`config.mk`:
```
export PLATFORM = sky130hd
export DESIGN_NAME = boot_stub
export DESIGN_NICKNAME = d
export VERILOG_FILES = /design/src/rtl/boot_stub.sv
export SDC_FILE = /design/constraint.sdc
export NUM_CORES = 1
export LEC_CHECK = 0
export BUFFER_PORTS_ARGS = -buffer_cell sky130_fd_sc_hd__buf_2
export CAP_MARGIN = 30
export CORE_AREA = 5 5 42 44
export CTS_CLUSTER_SIZE = 20
export DETAILED_ROUTE_END_ITERATION = 16
export DIE_AREA = 0 0 47 49
export GPL_TIMING_DRIVEN = 0
export PLACE_DENSITY = 0.63
export SYNTH_ARGS = -nofsm -noshare
export SYNTH_HDL_FRONTEND = slang
export SYNTH_SLANG_ARGS = --single-unit
```
`constraint.sdc`:
```
create_clock -name clk -period 3.48 [get_ports clk]
set_input_delay 1.044 -clock clk [delete_from_list [all_inputs] [get_ports clk]]
set_output_delay 1.044 -clock clk [all_outputs]
set_load 0.01 [all_outputs]
```
`src/rtl/boot_stub.sv`:
```
// Purpose : reset-vector injector; feeds [NOP preamble, JMP opcode, LE target] to CPU fetches.
// Latency : 1 cycle from a sampled rd rising edge to the new data_out byte.
// Backpressure: none; advances only on rd rising edges, owns the bus while valid is high.
// Optional feature macro: BOOT_STUB_ADDR_IN_EN (adds runtime boot_addr_in jump target).

module boot_stub #(
    parameter int unsigned NOP_COUNT  = 0,
    parameter logic [7:0]  NOP_OPCODE = 8'h00,
    parameter logic [7:0]  JMP_OPCODE = 8'hC3,
    parameter int unsigned ADDR_W     = 16,
    parameter logic [31:0] BOOT_ADDR  = 32'h0000_FD00
) (
    input  logic              clk,
    input  logic              reset,
    input  logic              rd,
    input  logic              rearm,
`ifdef BOOT_STUB_ADDR_IN_EN
    input  logic [ADDR_W-1:0] boot_addr_in,
`endif
    output logic [7:0]        data_out,
    output logic              valid,
    output logic              done
);

    // ------------------------------------------------------------------
    // Derived sizes
    // ------------------------------------------------------------------
    localparam int unsigned ADDR_BYTES = ADDR_W / 8;
    localparam int unsigned LEN        = NOP_COUNT + 1 + ADDR_BYTES;
    localparam int unsigned IDX_W      = $clog2(LEN + 1);

    localparam logic [IDX_W-1:0] LEN_IDX = IDX_W'(LEN);
    localparam logic [IDX_W-1:0] JMP_IDX = IDX_W'(NOP_COUNT);
    localparam logic [IDX_W-1:0] IDX_ONE = IDX_W'(1);

    // Reject configurations the byte selector cannot represent.
    if (NOP_COUNT > 4) begin : g_bad_nop
        $error("boot_stub: NOP_COUNT must be in 0..4");
    end
    if ((ADDR_W % 8) != 0 || ADDR_W < 8 || ADDR_W > 32) begin : g_bad_addr
        $error("boot_stub: ADDR_W must be a multiple of 8 in 8..32");
    end

    // ------------------------------------------------------------------
    // State
    // ------------------------------------------------------------------
    // EMIT  : bytes still to present
    // FINAL : last byte is on the bus, next read hands the bus back
    // IDLE  : bus released, rd ignored until rearm/reset
    typedef enum logic [1:0] {
        S_EMIT  = 2'd0,
        S_FINAL = 2'd1,
        S_IDLE  = 2'd2
    } state_t;

    state_t           state_q, state_d;
    logic [IDX_W-1:0] idx_q, idx_d;
    logic             prev_rd_q;
    logic [7:0]       data_q, data_d;
    logic             valid_q, valid_d;
    logic             done_q, done_d;
    logic [ADDR_W-1:0] tgt;
    logic             rd_rise;
    logic [7:0]       cur_byte;
    logic [IDX_W-1:0] idx_inc;

    // ------------------------------------------------------------------
    // Jump target
    // ------------------------------------------------------------------
`ifdef BOOT_STUB_ADDR_IN_EN
    logic [ADDR_W-1:0] tgt_q;

    // Snapshot the runtime target at reset and rearm so a stream in flight
    // never sees a half-changed address.
    always_ff @(posedge clk) begin
        if (reset || rearm) begin
            tgt_q <= boot_addr_in;
        end
    end

    assign tgt = tgt_q;
`else
    assign tgt = BOOT_ADDR[ADDR_W-1:0];
`endif

    // ------------------------------------------------------------------
    // Datapath helpers
    // ------------------------------------------------------------------
    assign rd_rise = rd & ~prev_rd_q;
    assign idx_inc = idx_q + IDX_ONE;

    // Byte at the current index: NOP preamble, then opcode, then target LSB first.
    always_comb begin
        cur_byte = NOP_OPCODE;
        if (idx_q == JMP_IDX) begin
            cur_byte = JMP_OPCODE;
        end
        for (int b = 0; b < int'(ADDR_BYTES); b++) begin
            if (idx_q == IDX_W'(int'(NOP_COUNT) + 1 + b)) begin
                cur_byte = tgt[8*b +: 8];
            end
        end
    end

    // ------------------------------------------------------------------
    // Next-state logic
    // ------------------------------------------------------------------
    // Rearm outranks any coincident read edge; done is a single-cycle pulse.
    always_comb begin
        state_d = state_q;
        idx_d   = idx_q;
        data_d  = data_q;
        valid_d = valid_q;
        done_d  = 1'b0;

        if (rearm) begin
            state_d = S_EMIT;
            idx_d   = '0;
            valid_d = 1'b1;
        end else begin
            case (state_q)
                S_EMIT: begin
                    valid_d = 1'b1;
                    if (rd_rise) begin
                        data_d = cur_byte;
                        idx_d  = idx_inc;
                        if (idx_inc == LEN_IDX) begin
                            state_d = S_FINAL;
                        end
                    end
                end
                S_FINAL: begin
                    if (rd_rise) begin
                        valid_d = 1'b0;
                        done_d  = 1'b1;
                        state_d = S_IDLE;
                    end
                end
                S_IDLE: begin
                    valid_d = 1'b0;
                end
                default: begin
                    state_d = S_EMIT;
                    idx_d   = '0;
                    valid_d = 1'b1;
                end
            endcase
        end
    end

    // ------------------------------------------------------------------
    // Registers
    // ------------------------------------------------------------------
    // Reset restarts the stream from index 0 with the stub owning the bus.
    always_ff @(posedge clk) begin
        if (reset) begin
            state_q   <= S_EMIT;
            idx_q     <= '0;
            prev_rd_q <= 1'b0;
            data_q    <= 8'h00;
            valid_q   <= 1'b1;
            done_q    <= 1'b0;
        end else begin
            state_q   <= state_d;
            idx_q     <= idx_d;
            prev_rd_q <= rd;
            data_q    <= data_d;
            valid_q   <= valid_d;
            done_q    <= done_d;
        end
    end

    assign data_out = data_q;
    assign valid    = valid_q;
    assign done     = done_q;

endmodule
```
* After elaboration in Yosys (flattened, before gate mapping)
Index checks and enable logic that the tools add are counted.
Widths: inputs -> output; s select.
** Word-level totals
- Flip-flop bits (word level) :: 15
- Input port bits :: 4
- Output and inout port bits :: 10
- Logic and storage cells :: 41
** Operators by class
- Add/subtract/negate cells :: 1
- Equality and inequality tests :: 8
- Multiplexer cells :: 12
- Bitwise logic cells :: 6
- Reduce and logical (&&, ||, !) cells :: 8
** Operators with widths (number)
- $mux 8 :: 3
- $mux 2 :: 4
- $eq 2x2->1 const B :: 3
- $ne 2x2->1 const B :: 3
- $pmux 2 s3 :: 1
- $not 1->1 :: 5
- $eq 2x1->1 const B :: 2
- $logic_not 2->1 :: 2
- $pmux 2 s2 :: 1
- $reduce_and 4->1 :: 1
- $reduce_or 2->1 :: 2
- $reduce_and 3->1 :: 1
- $reduce_or 3->1 :: 1
- $add 2x1->2 const B :: 1
- $mux 1 :: 2
- $pmux 1 s2 :: 1
- $reduce_and 2->1 :: 1
- $and 1x1->1 :: 1

* Logic depth before layout (Yosys ltp)
Gate-level depths: netlist of run 1.
- Depth in word-level cells :: 5
- Depth in mapped cells :: 5
- Mapped depth without buffers :: 5

* Worst setup path before layout of run 1
No wires, ideal clock.
- Kind :: input -> register
- Start point :: in rd
- End point :: reg data_q[1], in the netlist data_out[1]
- Library setup time :: 129 ps
- Arrival time :: 1724 ps
- Required time :: 3351 ps
- Slack :: 1627 ps
- Stages on the path :: 5
- Buffers on the path :: 1
- Path through :: nand2b_1 -> buf_6 -> nor3b_4 -> mux2i_1 -> nor2_1
** Between the ends
- Longest elaborated chain between the ends :: 2
** RTL lines
- from (decl) :: line 15 : input logic rd,
- $and 1x1->1 :: line 89 : assign rd_rise = rd & ~prev_rd_q;
- $reduce_and 3->1 (no source line)
- to (signal assigned) :: line 167 : data_q <= data_d;
- to (decl) :: line 59 : logic [7:0] data_q, data_d;
No other way between the ends.
A chain may end at the register's enable or synchronous reset.

==> impl_metrics.tcl, run 1 <==
set metrics [dict create \
    outcome "finished clean" \
    areaGrowthSynthToFinish_pct 20.4 \
    layout.cell_area.non_filler_um2 686 \
    layout_worst_path_cycle_share_pct 55.4 \
    placement_rows 14 \
    overflow 0 \
    first_pass_grt_wire_length_mm 1.68 \
    fp.dieArea_um2 2300 \
    final-instance-count-excl-fill 92 \
    clk_latency_ns 0.26 \
    io_pins 14 \
    report.final.hold_viol_count 0 \
    cts_tree "built" \
    worst_r2r_startpoint "state_q[1]" \
    groute.usage.overall_pct 10.0 \
    syn_area_um2 569 \
    fraction_of_layout_instances_using_a_drive_strength_above_1_pct 34.2 \
    ant_nets 0 \
    max_clock_freq_ghz 0.518 \
    initial_utilization_pct 40.6 \
    grt_setup_unrepaired "no" \
    synthDistinctLibCells 24 \
    fill_cells 138 \
    timing.critical_path.fanout_max 5 \
    seq_power_share_pct 47.5 \
    cp-end-kind "primary output" \
    pwr-share-clk_pct 42.1 \
    slew_viol_final 0 \
    clock_sinks 10 \
    routed-via-count 442 \
    crit_arrival_ns 0.89 \
    cts_root_buffer "sky130_fd_sc_hd__clkbuf_4" \
    powerDensity_nw_per_um2 366 \
    mapped_nets 70 \
    pwr-share-comb_pct 10.4 \
    yosys_warnings 0 \
    vdd_drop_max_v 0.000172 \
    skew_ns 0.00400 \
    diodes 0 \
    placed_cell_area_um2 649 \
    critPathLaunch "data_out[5]" \
    worst_relative_slew_slack_pct 70.5 \
    gp_congestion 0.767 \
    syn-instance-count 60 \
    worstMarginPinSlew_ns 0.443 \
    first_global_vias 411 \
    post_cts_sizing_count 0 \
    hold_bufs_at_cts 0 \
    path_cells "buf_4 > buf_2" \
    worst_path_largest_cell_delay_ns 0.38 \
    synth-seq-cells 10 \
    clkTransAtPathRegs_ns 0.07 \
    finalSetupViolations 0 \
    design.core.area_um2 1400 \
    critical_path.startpoint_type "flop" \
    critPathSlowestCell "sky130_fd_sc_hd__dfxtp_1" \
    timing.critical_path.required_ns 2.44 \
    p_int_uw 193 \
    hold_path.class "flop to flop" \
    wl_per_cell_um 10.6 \
    netSwitchingPower_uw 57.8 \
    timing.hold.worst.start "idx_q[0]" \
    criticalPathCategory "flop to primary output" \
    firstDrtPassIters 4 \
    static-leakage-power_nw 0.292 \
    layout.nets 87 \
    dpl.cell_count 88 \
    die_h_um 49 \
    totalNegativeSetupSlack_ns 0 \
    netSwitchingFraction_pct 23.1 \
    post_cts.repair.setup_buffers 0 \
    number_of_buffers_added_by_the_clock_tree_synthesis_step 3 \
    drt_wl_total_um 979 \
    vias_per_cell 4.80 \
    dp.final_hpwl_um 729 \
    synthesis.area_per_instance_um2 9.49 \
    grt_max_degree 10 \
    port_buf_inserts 12 \
    ctsHtreeMaxLevel 1 \
    final_cell_mix "sky130_fd_sc_hd__buf_2 (12), sky130_fd_sc_hd__dfxtp_1 (10), sky130_fd_sc_hd__nor2_1 (8), sky130_fd_sc_hd__ha_1 (6), sky130_fd_sc_hd__buf_4 (5)" \
    grt_antenna_before_repair 0 \
    final_core_util_pct 48.9 \
    number_of_drc_violations_after_detailed_routing_iteration_0 11 \
    clock_tree.buffer_depth 2 \
    yosysSeqAreaShare_pct 35.2 \
    drcViolationCount 0 \
    post-route-min-period_ns 1.93 \
    chipWidth_um 47 \
    maxCapViolations 0 \
    mostFrequentLayoutCell "sky130_fd_sc_hd__buf_2" \
]
-- logic make-up (layout without fill, tap and decap cells) --
| group | Yosys count | after routing | synth area share (%) |
|---|---|---|---|
| buf+inv | 11 | 27 | 11.9 |
| compound gates | 7 | 7 | 10.5 |
| fa+ha+maj | 6 | 6 | 13.2 |
| simple gates | 24 | 24 | 25.7 |
| mux | 2 | 2 | 3.52 |
| flops | 10 | 10 | 35.2 |
-- worst max-delay path, delay by kind of cell, from the launching register on --
family	cells	cell delay (ns)
flops	1	0.38
buf+inv	2	0.23
-- final timing paths --
check / to / slack (ns) / depth (start not counted)
setup / recovery: data_out[4] / 1.55 / 2
hold / removal: idx_q[0] / 0.49 / 2
setup reg to reg: data_out[1] / 2.02 / 5
hold reg to reg: idx_q[0] / 0.49 / 2
-- through the flow --
step	total power, mW	setup WS (ns)	hold WS [ns]
finish	0.251	1.55	0.495
floorplan	0.140	1.63	0.457
CTS	0.254	1.53	0.503
detailed placement	0.148	1.47	0.488
global route	0.265	1.49	0.538
global placement	0.147	1.48	0.473
-- registers in the layout, summed over array words and instances (netlist names) --
signal / cells
state_q: 2
idx_q: 2
valid: 1
data_out: 3
done: 1
prev_rd_q: 1
-- per-layer routing --
metal	track usage, %	vias up	share of wire [%]
li1	-	232	-
met1	13.3	194	44
met2	13.8	12	45
met3	2.21	4	7.3
met4	6.91	0	3.0
met5	0	-	0
-- synthesized netlist by cell type --
cell | instances | area [µm²]
sky130_fd_sc_hd__a311oi_1 | 2 | 17.5
sky130_fd_sc_hd__ha_1 | 6 | 75.1
sky130_fd_sc_hd__nor3b_4 | 1 | 18.8
sky130_fd_sc_hd__nor2_1 | 8 | 30.0
sky130_fd_sc_hd__nor3b_1 | 1 | 7.51
sky130_fd_sc_hd__clkbuf_1 | 1 | 3.75
sky130_fd_sc_hd__buf_6 | 1 | 11.3
sky130_fd_sc_hd__nand2b_1 | 1 | 6.26
sky130_fd_sc_hd__buf_4 | 5 | 37.5
sky130_fd_sc_hd__nor2b_1 | 1 | 6.26
sky130_fd_sc_hd__and2_1 | 1 | 6.26
sky130_fd_sc_hd__nand2_1 | 3 | 11.3
sky130_fd_sc_hd__and4bb_1 | 1 | 12.5
sky130_fd_sc_hd__or3_1 | 1 | 6.26
sky130_fd_sc_hd__nor4_2 | 1 | 12.5
sky130_fd_sc_hd__o21ai_0 | 1 | 5.00
sky130_fd_sc_hd__inv_1 | 4 | 15.0
sky130_fd_sc_hd__a21boi_1 | 1 | 7.51
sky130_fd_sc_hd__nor4b_1 | 1 | 8.76
sky130_fd_sc_hd__nand3_1 | 4 | 20.0
sky130_fd_sc_hd__dfxtp_1 | 10 | 200
sky130_fd_sc_hd__mux2i_1 | 2 | 20.0
sky130_fd_sc_hd__o21ai_1 | 1 | 5.00
sky130_fd_sc_hd__a211oi_2 | 2 | 25.0
-- layout make-up --
type / count / area, µm² / share of cell area (%)
plain buffers: 7 / 52.6 / 7.66
flip-flops and latches: 10 / 200 / 29.2
multi-input cells: 39 / 302 / 44.0
inverters: 4 / 15.0 / 2.19
repair buffers: 12 / 60.1 / 8.76
clock buffers: 4 / 36.3 / 5.29
well taps: 16 / 20.0 / 2.92
-- power by group through the flow --
stage / combinational, mW / clock, mW / sequential (mW)
finish: 0.0260 / 0.106 / 0.119
global placement: 0.0259 / 0 / 0.121
CTS: 0.0263 / 0.109 / 0.119
detailed placement: 0.0261 / 0 / 0.122
global route: 0.0289 / 0.117 / 0.119
floorplan: 0.0174 / 0 / 0.122
No activity file was read; power rests on OpenSTA's default activity.
==> inputs of run 2 (changes only) <==
ABC_AREA = 1   (was unset)
clock period = 1.6 ns   (was 3.48 ns; I/O delays follow)
==> impl_metrics.tcl, run 2 <==
set metrics [dict create \
    routed-via-count 459 \
    fraction_of_layout_instances_using_a_drive_strength_above_1_pct 27.8 \
    clock_sinks 10 \
    slew_viol_final 0 \
    clk_latency_ns 0.27 \
    grt_max_degree 7 \
    wl_per_cell_um 8.78 \
    synth.top_cells.by_count "sky130_fd_sc_hd__nand2_1 (18), sky130_fd_sc_hd__inv_1 (11), sky130_fd_sc_hd__dfxtp_1 (10)" \
    gp_congestion 0.783 \
    netSwitchingPower_uw 122 \
    final_cell_mix "sky130_fd_sc_hd__nand2_1 (18), sky130_fd_sc_hd__buf_2 (13), sky130_fd_sc_hd__inv_1 (11), sky130_fd_sc_hd__dfxtp_1 (10), sky130_fd_sc_hd__nor2_1 (8)" \
    die_h_um 49 \
    critPathSlowestCell "sky130_fd_sc_hd__dfxtp_1" \
    synth_top_area_share_pct 37.5 \
    syn-instance-count 73 \
    ctsHtreeMaxLevel 1 \
    hold_bufs_at_cts 0 \
    ys_dominant_reg_cell "sky130_fd_sc_hd__dfxtp_1" \
    pwr-share-comb_pct 9.7 \
    static-leakage-power_nw 0.335 \
    cp.buffers_inverters 2 \
    yosys_warnings 0 \
    ffs_w_async_s_r_synth_pct 0 \
    worst_relative_slew_slack_pct 82.1 \
    p_int_uw 416 \
    layout_worst_path_cycle_share_pct 85.5 \
    drt_wl_total_um 931 \
    grt_antenna_before_repair 0 \
    synth-seq-cells 10 \
    placement_rows 14 \
    timing.critical_path.required_ns 1.12 \
    hold_path.class "input pin to flop" \
    pwr-share-clk_pct 42.1 \
    worst_path_largest_cell_delay_ns 0.38 \
    fp.dieArea_um2 2300 \
    syn_area_um2 534 \
    synth-edff-count 0 \
    max_clock_freq_ghz 0.731 \
    netSwitchingFraction_pct 22.6 \
    first_pass_grt_wire_length_mm 1.58 \
    timing.critical_path.fanout_max 5 \
    yosysSeqAreaShare_pct 37.5 \
    io_pins 14 \
    areaGrowthSynthToFinish_pct 22.7 \
    clock_tree.buffer_depth 2 \
    ant_nets 0 \
    outcome "finished clean" \
    mostFrequentLayoutCell "sky130_fd_sc_hd__nand2_1" \
    cp_top_family "flip-flops" \
    diodes 0 \
    drcViolationCount 0 \
    cp-end-kind "primary output" \
    dp.final_hpwl_um 732 \
    post_cts_sizing_count 0 \
    finalSetupViolations 0 \
    maxCapViolations 0 \
    first_global_vias 385 \
    grt_setup_unrepaired "no" \
    critical_path.startpoint_type "flop" \
    synthTopCellsByArea "sky130_fd_sc_hd__dfxtp_1 (37%), sky130_fd_sc_hd__ha_1 (14%), sky130_fd_sc_hd__nand2_1 (13%), sky130_fd_sc_hd__inv_1 (7.7%), sky130_fd_sc_hd__buf_4 (7.0%)" \
    criticalPathCategory "flop to primary output" \
    overflow 0 \
    synthDistinctLibCells 13 \
    post-route-min-period_ns 1.37 \
    synthesis.area_per_instance_um2 7.32 \
    total_power_uw 538 \
    post-synth-top-count-cell "sky130_fd_sc_hd__nand2_1" \
    chipWidth_um 47 \
    largest_register_ffs 3 \
    totalNegativeSetupSlack_ns 0 \
    number_of_buffers_added_by_the_clock_tree_synthesis_step 3 \
    path_cells "buf_4 > buf_2" \
    layout.nets 101 \
    powerDensity_nw_per_um2 820 \
    synth_top_cell_by_area "sky130_fd_sc_hd__dfxtp_1" \
    design.core.area_um2 1400 \
    vias_per_cell 4.33 \
    firstDrtPassIters 4 \
    vdd_drop_max_v 0.000414 \
    worstMarginPinSlew_ns 0.268 \
    report.final.hold_viol_count 0 \
    skew_ns 0.00196 \
    number_of_drc_violations_after_detailed_routing_iteration_0 7 \
    seq_power_share_pct 48.2 \
    initial_utilization_pct 38.1 \
    crit_arrival_ns 0.89 \
    mapped_nets 83 \
    port_buf_inserts 13 \
    cts_root_buffer "sky130_fd_sc_hd__clkbuf_4" \
    groute.usage.overall_pct 9.75 \
    cts_tree "built" \
    post_cts.repair.setup_buffers 0 \
    clkTransAtPathRegs_ns 0.06 \
]
run 2: changes by cell type after synthesis, sizes merged, moves of 2 or more:
cell    previous run  this run
a211oi             2         0
a21oi              0         6
a311oi             2         0
inv                4        11
mux2i              2         0
nand2              3        18
nor3b              2         0
run 2: power by group through the flow:
stage | registers (mW) | logic, mW | clock network (mW)
after global routing | 0.260 | 0.0602 | 0.250
after CTS | 0.259 | 0.0528 | 0.237
after global placement | 0.264 | 0.0523 | 0
after detailed placement | 0.265 | 0.0526 | 0
final | 0.259 | 0.0521 | 0.226
after floorplan | 0.266 | 0.0325 | 0
run 2: final cells by class:
type / instances / area [µm²]
clock buffers: 4 / 36.3
inverters: 11 / 41.3
plain buffers: 5 / 37.5
fillers: 157 / 746
flip-flops and latches: 10 / 200
repair buffers: 13 / 65.1
well taps: 16 / 20.0
multi-input cells: 47 / 255
run 2: kinds of logic after synthesis:
family,share of synthesized area (%)
AO/OA/AOI/OAI,7.49
adder cells (fa/ha/maj),14.1
buffers and inverters,14.8
flip-flops,37.5
AND/OR/NAND/NOR,26.2
run 2: path summary, 6_finish.rpt:
check              start           to  slack, ns  depth (start not counted)
min reg2reg     idx_q[0]     idx_q[0]       0.46                          2
max reg2reg   state_q[0]   state_q[0]       0.31                          7
max          data_out[5]  data_out[4]       0.23                          2
min                reset  data_out[6]       0.43                          2
run 2: routing by layer:
metal / global-route usage (%) / part of all wire (%) / up-vias
met5: 0 / 0 / -
met3: 2.58 / 9.0 / 5
met4: 9.68 / 4.6 / 0
met1: 12.6 / 50 / 188
met2: 12.0 / 37 / 14
li1: - / - / 252
run 2: metrics by stage:
stage | hold slack [ns] | instances | setup WS, ns | util, % | area, µm²
floorplan | 0.437 | 73 | 0.444 | - | 534
global placement | 0.448 | 102 | 0.328 | 44.2 | 619
detailed placement | 0.455 | 102 | 0.310 | 44.2 | 619
CTS | 0.425 | 106 | 0.213 | 46.8 | 656
global route | 0.443 | 106 | 0.156 | 46.8 | 656
finish | 0.431 | 106 | 0.232 | 46.8 | 656
